## src/rtl/muldiv_pkg.sv

```systemverilog
// -----------------------------------------------------------------------------
// muldiv_pkg
// Shared definitions for the execute-stage multiply/divide unit:
//   - op encodings for MULT/MULTU/DIV/DIVU
//   - the control state enum
//   - the LO value produced by a divide by zero
//   - small decode helpers for the op field
// -----------------------------------------------------------------------------
package muldiv_pkg;

    localparam logic [1:0] OP_MULT  = 2'b00;
    localparam logic [1:0] OP_MULTU = 2'b01;
    localparam logic [1:0] OP_DIV   = 2'b10;
    localparam logic [1:0] OP_DIVU  = 2'b11;

    typedef enum logic [1:0] {
        ST_IDLE = 2'd0,
        ST_CALC = 2'd1,
        ST_FIX  = 2'd2
    } state_t;

    // All-ones quotient reported for a zero divisor. Stored wide so that any
    // WIDTH up to 64 can take its low slice.
    localparam logic [63:0] DIV0_LO = '1;

    function automatic logic isDivide(input logic [1:0] opCode);
        return (opCode == OP_DIV) || (opCode == OP_DIVU);
    endfunction

    function automatic logic isSigned(input logic [1:0] opCode);
        return (opCode == OP_MULT) || (opCode == OP_DIV);
    endfunction

endpackage

```

## src/rtl/muldiv_abs.sv

```systemverilog
// -----------------------------------------------------------------------------
// muldiv_abs
// Combinational conditional two's-complement negate. Used both to take the
// magnitude of a signed operand and to restore the sign of a result.
//   data_i  in  WIDTH  value
//   neg_i   in  1      1 = output -data_i, 0 = pass through
//   data_o  out WIDTH  result
// -----------------------------------------------------------------------------
module muldiv_abs #(
    parameter int WIDTH = 32
) (
    input  logic [WIDTH-1:0] data_i,
    input  logic             neg_i,
    output logic [WIDTH-1:0] data_o
);

    assign data_o = neg_i ? (~data_i + WIDTH'(1)) : data_i;

endmodule

```

## src/rtl/exec_muldiv.sv

```systemverilog
// -----------------------------------------------------------------------------
// exec_muldiv
// Multi-cycle multiply/divide unit sitting beside the execute-stage ALU.
// Runs MULT/MULTU/DIV/DIVU into HI/LO one bit per cycle and accepts
// MTHI/MTLO writes while idle. The pipeline stalls MFHI/MFLO on busy.
//
// Ports:
//   clock     in  1      rising-edge clock
//   reset     in  1      synchronous active-high reset
//   start     in  1      begin an operation (only looked at while idle)
//   op        in  2      00 MULT, 01 MULTU, 10 DIV, 11 DIVU
//   src_a     in  WIDTH  multiplicand / dividend
//   src_b     in  WIDTH  multiplier / divisor
//   hi_we     in  1      MTHI write enable
//   lo_we     in  1      MTLO write enable
//   wdata     in  WIDTH  MTHI/MTLO data
//   busy      out 1      operation in flight
//   done      out 1      one-cycle pulse when HI/LO are updated
//   div_zero  out 1      last division had a zero divisor (sticky to next start)
//   hi, lo    out WIDTH  architectural HI/LO
//
// Build option: define MULDIV_FAST_MUL_EN to compute MULT/MULTU with a
// single-cycle combinational multiplier; divides stay iterative.
// WIDTH must be even, >= 4 and <= 64.
// -----------------------------------------------------------------------------
module exec_muldiv
    import muldiv_pkg::*;
#(
    parameter int WIDTH = 32
) (
    input  logic             clock,
    input  logic             reset,
    input  logic             start,
    input  logic [1:0]       op,
    input  logic [WIDTH-1:0] src_a,
    input  logic [WIDTH-1:0] src_b,
    input  logic             hi_we,
    input  logic             lo_we,
    input  logic [WIDTH-1:0] wdata,
    output logic             busy,
    output logic             done,
    output logic             div_zero,
    output logic [WIDTH-1:0] hi,
    output logic [WIDTH-1:0] lo
);

    localparam int CNT_W = $clog2(WIDTH) + 1;

    state_t               state_q;
    logic [1:0]           op_q;
    logic                 signA_q;
    logic                 signB_q;
    logic                 zeroDiv_q;
    logic [CNT_W-1:0]     count_q;
    logic [2*WIDTH-1:0]   acc_q;
    logic [WIDTH-1:0]     opnd_q;
    logic [WIDTH-1:0]     hi_q;
    logic [WIDTH-1:0]     lo_q;
    logic                 busy_q;
    logic                 done_q;
    logic                 divZero_q;

    logic                 negA;
    logic                 negB;
    logic [WIDTH-1:0]     magA;
    logic [WIDTH-1:0]     magB;
    logic [CNT_W-1:0]     count_d;
    logic [WIDTH:0]       mulSum;
    logic [2*WIDTH-1:0]   mulStep_d;
    logic [WIDTH:0]       divTrial;
    logic [WIDTH:0]       divDiff;
    logic [2*WIDTH-1:0]   divStep_d;
    logic [2*WIDTH-1:0]   prodFix;
    logic [WIDTH-1:0]     quoFix;
    logic [WIDTH-1:0]     remFix;

    // Operand magnitudes: signed ops strip the sign, unsigned ops pass through.
    assign negA = isSigned(op) & src_a[WIDTH-1];
    assign negB = isSigned(op) & src_b[WIDTH-1];

    muldiv_abs #(.WIDTH(WIDTH)) uAbsA (.data_i(src_a), .neg_i(negA), .data_o(magA));
    muldiv_abs #(.WIDTH(WIDTH)) uAbsB (.data_i(src_b), .neg_i(negB), .data_o(magB));

    // Sign restoration at the end: product and quotient take the XOR of the
    // operand signs, the remainder follows the dividend. For unsigned ops the
    // latched signs are zero, so these are pass-through.
    muldiv_abs #(.WIDTH(2*WIDTH)) uFixProd (
        .data_i(acc_q), .neg_i(signA_q ^ signB_q), .data_o(prodFix));
    muldiv_abs #(.WIDTH(WIDTH)) uFixQuo (
        .data_i(acc_q[WIDTH-1:0]), .neg_i(signA_q ^ signB_q), .data_o(quoFix));
    muldiv_abs #(.WIDTH(WIDTH)) uFixRem (
        .data_i(acc_q[2*WIDTH-1:WIDTH]), .neg_i(signA_q), .data_o(remFix));

    // One iteration of each algorithm. The accumulator is shared:
    //   multiply: {partial product high half, remaining multiplier bits}
    //   divide:   {partial remainder, dividend bits shifting into quotient}
    // The divide trial value is WIDTH+1 bits wide because the shifted
    // remainder can exceed WIDTH bits before the subtraction.
    always_comb begin
        count_d   = count_q - CNT_W'(1);
        mulSum    = {1'b0, acc_q[2*WIDTH-1:WIDTH]} + {1'b0, opnd_q};
        mulStep_d = acc_q[0] ? {mulSum, acc_q[WIDTH-1:1]}
                             : {1'b0, acc_q[2*WIDTH-1:1]};
        divTrial  = acc_q[2*WIDTH-1:WIDTH-1];
        divDiff   = divTrial - {1'b0, opnd_q};
        divStep_d = divDiff[WIDTH] ? {divTrial[WIDTH-1:0], acc_q[WIDTH-2:0], 1'b0}
                                   : {divDiff[WIDTH-1:0], acc_q[WIDTH-2:0], 1'b1};
    end

`ifdef MULDIV_FAST_MUL_EN
    logic [2*WIDTH-1:0] fastProd;
    assign fastProd = {{WIDTH{1'b0}}, magA} * {{WIDTH{1'b0}}, magB};
`endif

    // Control FSM and all architectural state. MTHI/MTLO are only honoured in
    // IDLE; when one coincides with an accepted start the write lands on the
    // same edge while the operands come straight from src_a/src_b.
    always_ff @(posedge clock) begin
        if (reset) begin
            state_q   <= ST_IDLE;
            op_q      <= OP_MULT;
            signA_q   <= 1'b0;
            signB_q   <= 1'b0;
            zeroDiv_q <= 1'b0;
            count_q   <= '0;
            acc_q     <= '0;
            opnd_q    <= '0;
            hi_q      <= '0;
            lo_q      <= '0;
            busy_q    <= 1'b0;
            done_q    <= 1'b0;
            divZero_q <= 1'b0;
        end else begin
            done_q <= 1'b0;
            case (state_q)
                ST_IDLE: begin
                    if (hi_we) hi_q <= wdata;
                    if (lo_we) lo_q <= wdata;
                    if (start) begin
                        op_q      <= op;
                        signA_q   <= negA;
                        signB_q   <= negB;
                        zeroDiv_q <= isDivide(op) && (src_b == '0);
                        divZero_q <= 1'b0;
                        busy_q    <= 1'b1;
                        count_q   <= CNT_W'(WIDTH);
                        state_q   <= ST_CALC;
                        if (isDivide(op)) begin
                            acc_q  <= {{WIDTH{1'b0}}, magA};
                            opnd_q <= magB;
                        end else begin
                            acc_q  <= {{WIDTH{1'b0}}, magB};
                            opnd_q <= magA;
                        end
`ifdef MULDIV_FAST_MUL_EN
                        if (!isDivide(op)) begin
                            acc_q   <= fastProd;
                            state_q <= ST_FIX;
                        end
`endif
                    end
                end
                ST_CALC: begin
                    acc_q   <= isDivide(op_q) ? divStep_d : mulStep_d;
                    count_q <= count_d;
                    if (count_d == '0) state_q <= ST_FIX;
                end
                ST_FIX: begin
                    // A zero divisor leaves quotient magnitude all ones and the
                    // remainder equal to the dividend, so only LO is forced.
                    if (isDivide(op_q)) begin
                        lo_q      <= zeroDiv_q ? DIV0_LO[WIDTH-1:0] : quoFix;
                        hi_q      <= remFix;
                        divZero_q <= zeroDiv_q;
                    end else begin
                        hi_q <= prodFix[2*WIDTH-1:WIDTH];
                        lo_q <= prodFix[WIDTH-1:0];
                    end
                    done_q  <= 1'b1;
                    busy_q  <= 1'b0;
                    state_q <= ST_IDLE;
                end
                default: state_q <= ST_IDLE;
            endcase
        end
    end

    assign busy     = busy_q;
    assign done     = done_q;
    assign div_zero = divZero_q;
    assign hi       = hi_q;
    assign lo       = lo_q;

endmodule
```

## config.mk

```make
export PLATFORM = sky130hd
export DESIGN_NAME = exec_muldiv
export DESIGN_NICKNAME = d
export VERILOG_FILES = /design/src/rtl/muldiv_pkg.sv /design/src/rtl/muldiv_abs.sv /design/src/rtl/exec_muldiv.sv
export SDC_FILE = /design/constraint.sdc
export NUM_CORES = 1
export LEC_CHECK = 0
export BUFFER_PORTS_ARGS = -buffer_cell sky130_fd_sc_hd__buf_2
export CAP_MARGIN = 20
export CORE_MARGIN = 3
export CORE_UTILIZATION = 45
export DETAILED_ROUTE_END_ITERATION = 10
export GPL_TIMING_DRIVEN = 0
export PLACE_DENSITY = 0.73
export SETUP_SLACK_MARGIN = 0.3
export SKIP_CTS_REPAIR_TIMING = 1
export SYNTH_ARGS = -nofsm -noshare
export SYNTH_HDL_FRONTEND = slang
export SYNTH_SLANG_ARGS = --single-unit
```

## constraint.sdc

```tcl
create_clock -name clock -period 6.2 [get_ports clock]
set_input_delay 0.93 -clock clock [delete_from_list [all_inputs] [get_ports clock]]
set_output_delay 0.93 -clock clock [all_outputs]
set_load 0.005 [all_outputs]
```

; Word level (Yosys, flattened, before mapping)
; Index checks and enable logic that the tools add are counted.
; Widths: inputs -> output; s select.
[totals]
regBits = 176
latchBits = 0
ramBits = 0
romBits = 0
in_bits = 103
output_inout_bits = 67
n_memories = 0
[classes]
n_addsub = 8
multipliers = 0
div_mod_pow = 0
order_cmp = 0
eq_ne = 11
shift = 0
mux = 30
bitwise_logic = 8
n_reduce_logical = 17
[ops]
columns = operator, n
row1 = $mux 32, 11
row2 = $mux 64, 5
row3 = $add 32x1->32 const B, 4
row4 = $not 32->32, 4
row5 = $pmux 32 s2, 2
row6 = $pmux 64 s2, 1
row7 = $add 64x1->64 const B, 1
row8 = $not 64->64, 1
row9 = $add 32x32->33, 1
row10 = $sub 33x32->33, 1
row11 = $logic_not 32->1, 1
row12 = $pmux 6 s2, 1
row13 = $reduce_and 2->1, 6
row14 = $eq 2x2->1 const B, 5
row15 = $ne 2x2->1 const B, 5
row16 = $logic_not 6->1, 1
row17 = $mux 6, 1
row18 = $sub 6x1->6 const B, 1
row19 = $logic_not 2->1, 2
row20 = $mux 1, 4
row21 = $mux 2, 2
row22 = $pmux 1 s2, 2
row23 = $pmux 2 s2, 1
row24 = $reduce_bool 2->1, 2
row25 = 6 further kinds, 9

; Longest topological paths before layout
; Gate-level depths: netlist of the first run.
[depth]
ltp_word = 7
mapped_depth = 14

; By module
; A second synthesis of the first run with hierarchy kept.
[unflattened]
hier_cells = 2219
hier_area_um2 = 17454.2
[modules_own_cells]
columns = module, instances, cells_per_inst, area_per_inst_um2, seq_area_each_um2
row1 = exec_muldiv, 1, 1617, 12697.2, 3503.4
row2 = muldiv_abs (uAbsA ...), 4, 99, 777.0, 0.0
row3 = muldiv_abs (uFixProd), 1, 206, 1649.1, 0.0

; Least setup slack after synthesis of the first run
; Ideal clock, no wire load.
[synth_path]
kind = input to register
startpoint = input port src_b[13]
endpoint = register acc_q[29]
setup_time_ns = 0.083
arrival_ns = 3.160
t_required_ns = 6.117
slack_ns = 2.958
stages = 9
cell_sequence = or4_1 > or4_1 > clkbuf_1 > nor4_2 > nand2_1 > o21ai_0 > xor2_1 > mux2_2 > o221ai_1
[synth_between]
elab_chain_len = 6
[synth_rtl]
columns = element, line_no
row1 = from (decl), exec_muldiv.sv:36  ; input logic [WIDTH-1:0] src_b,
row2 = $not 32->32, muldiv_abs.sv:17  ; assign data_o = neg_i ? (~data_i + WIDTH'(1)) : data_i;
row3 = $add 32x1->32, muldiv_abs.sv:17
row4 = $mux 32, muldiv_abs.sv:17
row5 = $mux 32, exec_muldiv.sv:148  ; if (isDivide(op)) begin
row6 = $mux 64, exec_muldiv.sv:139  ; if (start) begin
row7 = $pmux 64 s2, exec_muldiv.sv:135  ; case (state_q)
row8 = to (signal assigned), exec_muldiv.sv:149  ; acc_q <= {{WIDTH{1'b0}}, magA};
row9 = to (signal assigned), exec_muldiv.sv:152  ; acc_q <= {{WIDTH{1'b0}}, magB};
row10 = to (signal assigned), exec_muldiv.sv:164  ; acc_q <= isDivide(op_q) ? divStep_d : mulStep_d;
row11 = to (decl), exec_muldiv.sv:55  ; logic [2*WIDTH-1:0] acc_q;
; No other way between the ends. The select of a mux whose other input is x is not followed.
; A chain may end at the register's enable or synchronous reset.

; Worst setup path in the final report of the first run
[layout_path]
startpoint = register acc_q[32]
endpoint = register acc_q[61]
[layout_between]
elab_chain_len = 4
elab_cells_between_ends = 6
cone_classes = add/sub (2) / mux (4)
[layout_rtl]
columns = element, line_no
row1 = $sub 33x32->33 or $add 32x32->33 (tied branches), "exec_muldiv.sv:105, exec_muldiv.sv:101"
row2 = "$mux 64, on equally long branches", "exec_muldiv.sv:106, exec_muldiv.sv:102"
row3 = $mux 64 (*), exec_muldiv.sv:164
row4 = $pmux 64 s2 (*), exec_muldiv.sv:135
; Every way passes the cells marked *; elsewhere a longest branch is shown, timed or not.

==> impl_summary.txt, run 1 <==
----------------------------------------------------
[Worst hold path]
  Class of the most critical hold timing path ... flip-flop to flip-flop
  Worst hold endpoint ... lo[30]
  Worst hold path cell count ... 2
  Hold wc startpoint ... lo[30]

[Logic synthesis]
  Number of synthesized register bits ... 175
  Number of cells produced by synthesis ... a little over 2000
  Async set-reset flop share out of synthesis ... 0%
  Synthesized net count ... 2232
  Synth Warn # ... 0
  Yosys top cell area share ... about a quarter
  Area contributors post-synth ... sky130_fd_sc_hd__dfxtp_1, sky130_fd_sc_hd__a21oi_1, sky130_fd_sc_hd__nand2_1, sky130_fd_sc_hd__ha_1, sky130_fd_sc_hd__xnor2_1
  Distinct cells, synth ... a little under 80
  Register area share after synthesis ... a little under a quarter
  Mapped cell area ... between 0.015 and 0.02 mm^2
  Mean cell area of the mapped netlist ... approximately 7.3 um^2
  Cell taking the most area after synthesis ... sky130_fd_sc_hd__dfxtp_1
  EDFF count, synth ... 0
  Synth Flop Type ... sky130_fd_sc_hd__dfxtp_1

[STA]
  Final Setup Violations ... 0
  Final sum of negative setup slack ... 0 ns
  Pins over their slew limit ... 0
  Final number of hold-violating endpoints ... 0
  Max Fclk ... approximately 230 MHz
  Setup repair after global routing missed its margin ... no
  Clock period minus final worst setup slack ... 4.41 ns
  Worst clock skew on the final layout ... 0.0184 ns
  Final cycle utilization of the critical path ... between 70% and 80%
  Max transition margin ... 33.6%
  Worst slew pin tran ... 0.989 ns

[Cells and area]
  Layout cells sized above 1 ... a little over a tenth
  Layout filler cell count ... 3304
  Most common cell after layout, fill and taps aside ... sky130_fd_sc_hd__nand2_1
  Antenna Diode Count ... 0
  Most used cells in the layout excluding fill and tap cells ... sky130_fd_sc_hd__nand2_1, sky130_fd_sc_hd__a21oi_1, sky130_fd_sc_hd__nor2_1, sky130_fd_sc_hd__dfxtp_1, sky130_fd_sc_hd__buf_2
  Util after Layout ... approximately 52%
  Area growth syn-to-layout ... 13.5%
  Net count, final ... around 2400

[Floorplan]
  Overall die width ... 189 um
  Total Die Area ... between 0.03 and 0.04 mm^2
  Number of cell rows ... 66
  Die Ht ... about 190 um
  Core region area ... between 0.03 and 0.04 mm^2
  Boundary Pins ... 170
  Starting Density ... between 40 and 50%

[Route]
  Total wirelength of the detailed-routed design ... roughly 64000 um
  Number of DRC markers after the initial detailed-route iteration ... 1890
  DR DRC count ... 0
  Via-to-Cell Ratio ... around 6.4
  Post-DRT Antenna Nets ... 0
  Via Count ... about 17000
  1st-pass router iterations ... 6
  DR WL/cell ... approximately 24 um

[Outcome]
  Status ... finished, final reports clean

[Global routing]
  Wire length of the first global-routing pass ... 95500 um
  Maximum number of pins on one net before global-route repair ... 21
  Gr usage total ... between 30% and 40%
  Initial antenna violation count ... 1
  Vias in the first global route ... approximately 16000
  Gr ovfl total ... 0

[Power]
  Leakage power ... 6.77 nW
  Power Density ... approximately 230 mW/mm^2
  Net switching power of the design ... about 1.7 mW
  Share of power burned in the clock network ... 29.9%
  Worst IR drop on VDD ... roughly 190 uV
  Proportion of power drawn by combinational gates ... 37.2%
  Internal power ... roughly 2.3 mW
  Switching share of power ... approximately two fifths
  Reg power frac ... 32.8%

[Clock network]
  CTS Sinks ... 175
  Clk_lat worst skew ... 0.46 ns
  Clk slew on worst S/H paths ... approximately 0.090 ns
  Clock tree from TritonCTS ... done
  Htree depth ... 4
  Number of buffers on the longest clock path ... 2
  Cell chosen for the clock root ... sky130_fd_sc_hd__clkbuf_16
  Clock buffer count from CTS ... 17

[Worst setup path]
  Largest fanout of any net on the critical path ... 10
  End of the worst register-to-register path ... acc_q[61]
  Nature of the critical path endpoint ... flip-flop
  Depth of the most critical reg-to-reg path ... 13
  Critical Path RT ... 6.57 ns
  Arrival time at the worst endpoint ... around 4.8 ns
  Worst reg-to-reg setup slack ... 1.79 ns
  RR Startpoint ... acc_q[32]
  Category of the worst setup path launch point ... flip-flop
  Startpoint-to-endpoint class of the critical path ... flip-flop to flip-flop

[Flow run]
  Reported max-cap violation count ... 0

[Placed design]
  Placed wire-length estimate ... ~50000 um
  Routability congestion estimate ... ~1.0
  IO Port Bufs ... 168

----------------------------------------------------
worst max-delay path: stages (launching register included):
cell	delay (ns)
sky130_fd_sc_hd__dfxtp_1	0.37
sky130_fd_sc_hd__buf_2	0.21
sky130_fd_sc_hd__inv_1	0.14
sky130_fd_sc_hd__fa_1	0.47
sky130_fd_sc_hd__nand2b_1	0.21
sky130_fd_sc_hd__a21oi_1	0.27
sky130_fd_sc_hd__o21ai_1	0.29
sky130_fd_sc_hd__o31a_1	0.43
sky130_fd_sc_hd__o31ai_1	0.27
sky130_fd_sc_hd__xor2_1	0.38
sky130_fd_sc_hd__buf_2	0.39
sky130_fd_sc_hd__buf_2	0.45
sky130_fd_sc_hd__a31oi_1	0.22
sky130_fd_sc_hd__o31ai_1	0.23
state kept, by name (all words and copies together), names as in the netlist:
signal and flops:
signB_q 1, opnd_q 32, done 1, lo 32
acc_q 64, zeroDiv_q 1, busy 1, signA_q 1
op_q 1, count_q 6, div_zero 1, state_q 2
hi 32
logic make-up after synthesis:
family / synth area share (%)
compound gates: 29.9
simple gates: 20.4
mux: 4.20
buf+inv: 5.96
flops: 23.3
xor+xnor: 10.1
fa+ha+maj: 6.09
routing by layer:
metal | track usage [%] | part of all wire (%) | vias to the layer above
li1 | - | - | 7874
met1 | 44.4 | 40 | 8000
met2 | 53.8 | 43 | 1095
met3 | 7.96 | 11 | 249
met4 | 17.4 | 5.8 | 2
met5 | 0 | 0.023 | -
power by group through the flow:
stage | combinational, mW | sequential, mW | clock (mW)
after floorplan | 0.972 | 1.29 | 0
after global placement | 1.42 | 1.33 | 0
after detailed placement | 1.44 | 1.33 | 0
after CTS | 1.45 | 1.31 | 1.18
after global routing | 1.60 | 1.32 | 1.22
final | 1.49 | 1.31 | 1.20
Yosys cell counts (20+ instances only):
master,count
sky130_fd_sc_hd__o221ai_1,41
sky130_fd_sc_hd__inv_1,67
sky130_fd_sc_hd__a21oi_1,226
sky130_fd_sc_hd__nand3_1,26
sky130_fd_sc_hd__o211ai_1,31
sky130_fd_sc_hd__dfxtp_1,175
sky130_fd_sc_hd__nor3_1,43
sky130_fd_sc_hd__o21ai_0,91
sky130_fd_sc_hd__a21o_1,23
sky130_fd_sc_hd__nor2_1,194
sky130_fd_sc_hd__clkbuf_1,141
sky130_fd_sc_hd__ha_1,70
sky130_fd_sc_hd__nand2_1,237
sky130_fd_sc_hd__nand2b_1,20
sky130_fd_sc_hd__xor2_1,74
sky130_fd_sc_hd__a31oi_1,22
sky130_fd_sc_hd__a211oi_1,75
sky130_fd_sc_hd__mux2i_1,53
sky130_fd_sc_hd__xnor2_1,100
sky130_fd_sc_hd__o31ai_1,28
sky130_fd_sc_hd__nor2b_1,28
layout make-up:
type                       count  area (um^2)  area share, %
multi-input combinational   1651        10600           62.3
sequential                   175         3500           20.5
timing repair buffer         168          841           4.93
buffer                       163          641           3.76
tap                          442          553           3.24
clock buffer                  17          425           2.49
inverter                      68          255           1.50
clock inverter                15          205           1.20
how the worst max path moves through the flow:
stage	from	end
global placement	acc_q[32]	acc_q[61]
CTS	acc_q[32]	acc_q[57]
floorplan	src_b[13]	acc_q[29]
detailed placement	acc_q[32]	acc_q[57]
finish	acc_q[32]	acc_q[61]
global route	acc_q[32]	acc_q[57]
through the flow:
stage,setup WS (ns),hold WS [ns],power (mW),area [um^2],cells
2_1_floorplan,2.96,0.448,2.27,15000,2057
5_1_grt,1.56,0.476,4.15,17100,2699
4_1_cts,1.85,0.455,3.93,17100,2699
3_3_place_gp,1.93,0.441,2.75,16400,2667
3_5_place_dp,1.90,0.445,2.77,16400,2667
6_report,1.79,0.455,4.00,17100,2699
No activity file was read; power rests on OpenSTA's default activity.
==> inputs of run 2 (changes only) <==
- PLACE_DENSITY: 0.73 -> 0.75
- clock period: 6.2 -> 4 ns (I/O delays scaled with it)
==> run 2 against run 1 <==
  * Clock power up 45%
  * Core utilization grew 0.22 points
  * Final area up 0.42%
  * Worst setup slack lost 1.5 ns
  * Flip-flop and latch count stayed put
  * Sequential power rose by 56%
  * Fmax is 19% higher
  * Sequential share of layout area fell by 0.071 points
  * Clock skew shrank 0.00057 ns
  * Global-route usage is 0.14 points higher
  * Critical endpoint is now acc_q[63]
  * Highest routed layer unchanged
==> impl_summary.txt, run 2 (same netlist as run 1, synthesis figures left out) <==
----------------------------------------------------
[Placed design]
  Worst Setup Slack post-DPL ... -0.191 ns
  IO Port Bufs ... roughly 170
  Placed wire-length estimate ... between 50000 and 60000 um
  Routability congestion estimate ... 1.02
  Number of cells in the design after placement ... around 2700

[Worst setup path]
  Largest fanout of any net on the critical path ... 3
  Critical Path RT ... ~4.4 ns
  Worst reg-to-reg setup slack ... 0.29 ns
  Depth of the most critical reg-to-reg path ... 12
  Category of the worst setup path launch point ... flip-flop
  Arrival time at the worst endpoint ... between 4 and 5 ns
  End of the worst register-to-register path ... acc_q[63]
  Startpoint-to-endpoint class of the critical path ... flip-flop to flip-flop
  RR Startpoint ... opnd_q[0]
  Nature of the critical path endpoint ... flip-flop

[Clock network]
  Number of buffers on the longest clock path ... 2
  Clock buffer count from CTS ... 17
  Clk slew on worst S/H paths ... roughly 0.08 ns
  CTS Sinks ... 175
  Htree depth ... 4
  Cell chosen for the clock root ... sky130_fd_sc_hd__clkbuf_16
  Clk_lat worst skew ... approximately 0.45 ns
  Clock tree from TritonCTS ... done

[Cells and area]
  Max reg flops ... 64
  Most used cells in the layout excluding fill and tap cells ... sky130_fd_sc_hd__nand2_1, sky130_fd_sc_hd__a21oi_1, sky130_fd_sc_hd__nor2_1, sky130_fd_sc_hd__dfxtp_1, sky130_fd_sc_hd__buf_2
  Area growth syn-to-layout ... 13.9%
  Register with the most flip-flops ... acc_q
  Antenna Diode Count ... 0
  Count of placed standard cells in the final layout, fillers left out ... around 2700
  Layout cells sized above 1 ... 11.3%
  Net count, final ... around 2400
  Most common cell after layout, fill and taps aside ... sky130_fd_sc_hd__nand2_1

[Floorplan]
  Die Ht ... around 190 um
  Core region area ... 0.0327 mm^2
  Boundary Pins ... 170
  Overall die width ... between 150 and 200 um
  Total Die Area ... 0.0356 mm^2
  Number of cell rows ... 66
  Starting Density ... a little under half

[STA]
  Max transition margin ... between 30% and 40%
  Pins over their slew limit ... 0
  Final cycle utilization of the critical path ... between 90% and 100%
  Fin worst setup slack ... between 0.2 and 0.3 ns
  Worst clock skew on the final layout ... roughly 0.018 ns
  Final number of hold-violating endpoints ... 0
  Max Fclk ... approximately 270 MHz
  Final Setup Violations ... 0
  Setup repair after global routing missed its margin ... yes
  Clock period minus final worst setup slack ... 3.71 ns
  Worst slew pin tran ... 0.999 ns

[Global routing]
  Initial antenna violation count ... 1
  Gr ovfl total ... 0
  Vias in the first global route ... between 15000 and 20000
  Maximum number of pins on one net before global-route repair ... 19
  Wire length of the first global-routing pass ... between 90000 and 100000 um
  Gr usage total ... ~35%

[Route]
  DR WL/cell ... between 20 and 25 um
  DR DRC count ... 0
  Via-to-Cell Ratio ... between 6 and 7
  Post-DRT Antenna Nets ... 0
  Number of DRC markers after the initial detailed-route iteration ... about 1900
  1st-pass router iterations ... 6
  Via Count ... about 17000
  Total wirelength of the detailed-routed design ... 64400 um

[Power]
  Leakage power ... 6.78 nW
  Worst IR drop on VDD ... approximately 270 uV
  Power Density ... 358 mW/mm^2

[Worst hold path]
  Worst hold path cell count ... 3
  Class of the most critical hold timing path ... primary input to flip-flop
  Hold wc startpoint ... wdata[12]
  Worst hold endpoint ... hi[12]

[Flow run]
  Reported max-cap violation count ... 0

[Outcome]
  Status ... finished, final reports clean

----------------------------------------------------
run 2: area by class of cell:
| type | instances | area (um^2) |
|---|---|---|
| sequential | 175 | 3510 |
| buffer | 163 | 673 |
| timing repair buffer | 170 | 856 |
| clock inverter | 13 | 139 |
| clock buffer | 19 | 453 |
| fill | 3273 | 15600 |
| multi-input combinational | 1651 | 10700 |
| tap | 442 | 553 |
| inverter | 68 | 255 |
run 2: report_power, final:
part / switching, mW / internal (mW)
clock network: 0.873 / 0.869
registers: 0.169 / 1.87
logic: 1.50 / 0.847
total: 2.54 / 3.59
run 2: stage by stage:
stage          TNS (ns)  hold WS (ns)  cell area (um^2)  util [%]  total power [mW]
2_1_floorplan         0         0.448             15000         -              3.51
3_3_place_gp      -2.20         0.443             16400      50.2              4.26
3_5_place_dp      -1.70         0.446             16400      50.2              4.29
4_1_cts           -2.13         0.440             17000      52.0              5.97
5_1_grt               0         0.460             17100      52.4              6.34
6_report              0         0.446             17100      52.4              6.13
run 2: worst max-delay path, cell delays in order, from the launching register on:
cell                        delay, ns
sky130_fd_sc_hd__dfxtp_1         0.44
sky130_fd_sc_hd__ha_1            0.25
sky130_fd_sc_hd__inv_1           0.07
sky130_fd_sc_hd__fa_1            0.40
sky130_fd_sc_hd__nand2b_1        0.22
sky130_fd_sc_hd__a211oi_4        0.36
sky130_fd_sc_hd__o211ai_1        0.29
sky130_fd_sc_hd__and4_1          0.30
sky130_fd_sc_hd__o31a_1          0.34
sky130_fd_sc_hd__o21ai_1         0.28
sky130_fd_sc_hd__nor3_1          0.09
sky130_fd_sc_hd__a2111oi_0       0.41
sky130_fd_sc_hd__o311a_1         0.22
run 2: worst max path at each step:
stage | slack (ns) | cells after the start | start | to
after floorplan | 0.83 | 13 | acc_q[32] | acc_q[56]
after detailed placement | -0.19 | 13 | acc_q[32] | acc_q[57]
final | 0.29 | 12 | opnd_q[0] | acc_q[63]
after global placement | -0.21 | 13 | acc_q[32] | acc_q[57]
after CTS | -0.20 | 13 | acc_q[32] | acc_q[57]
after global routing | 0.15 | 12 | opnd_q[0] | acc_q[63]
run 2: layer usage:
metal / share of wire, % / routed length [um] / vias to the layer above / GRT usage [%]
met4: 4.9 / 3130 / 2 / 15.1
met2: 44 / 28600 / 1118 / 55.5
met3: 11 / 7200 / 204 / 8.00
met1: 40 / 25500 / 8209 / 44.4
li1: - / - / 7891 / -
met5: 0.026 / 17 / - / 0
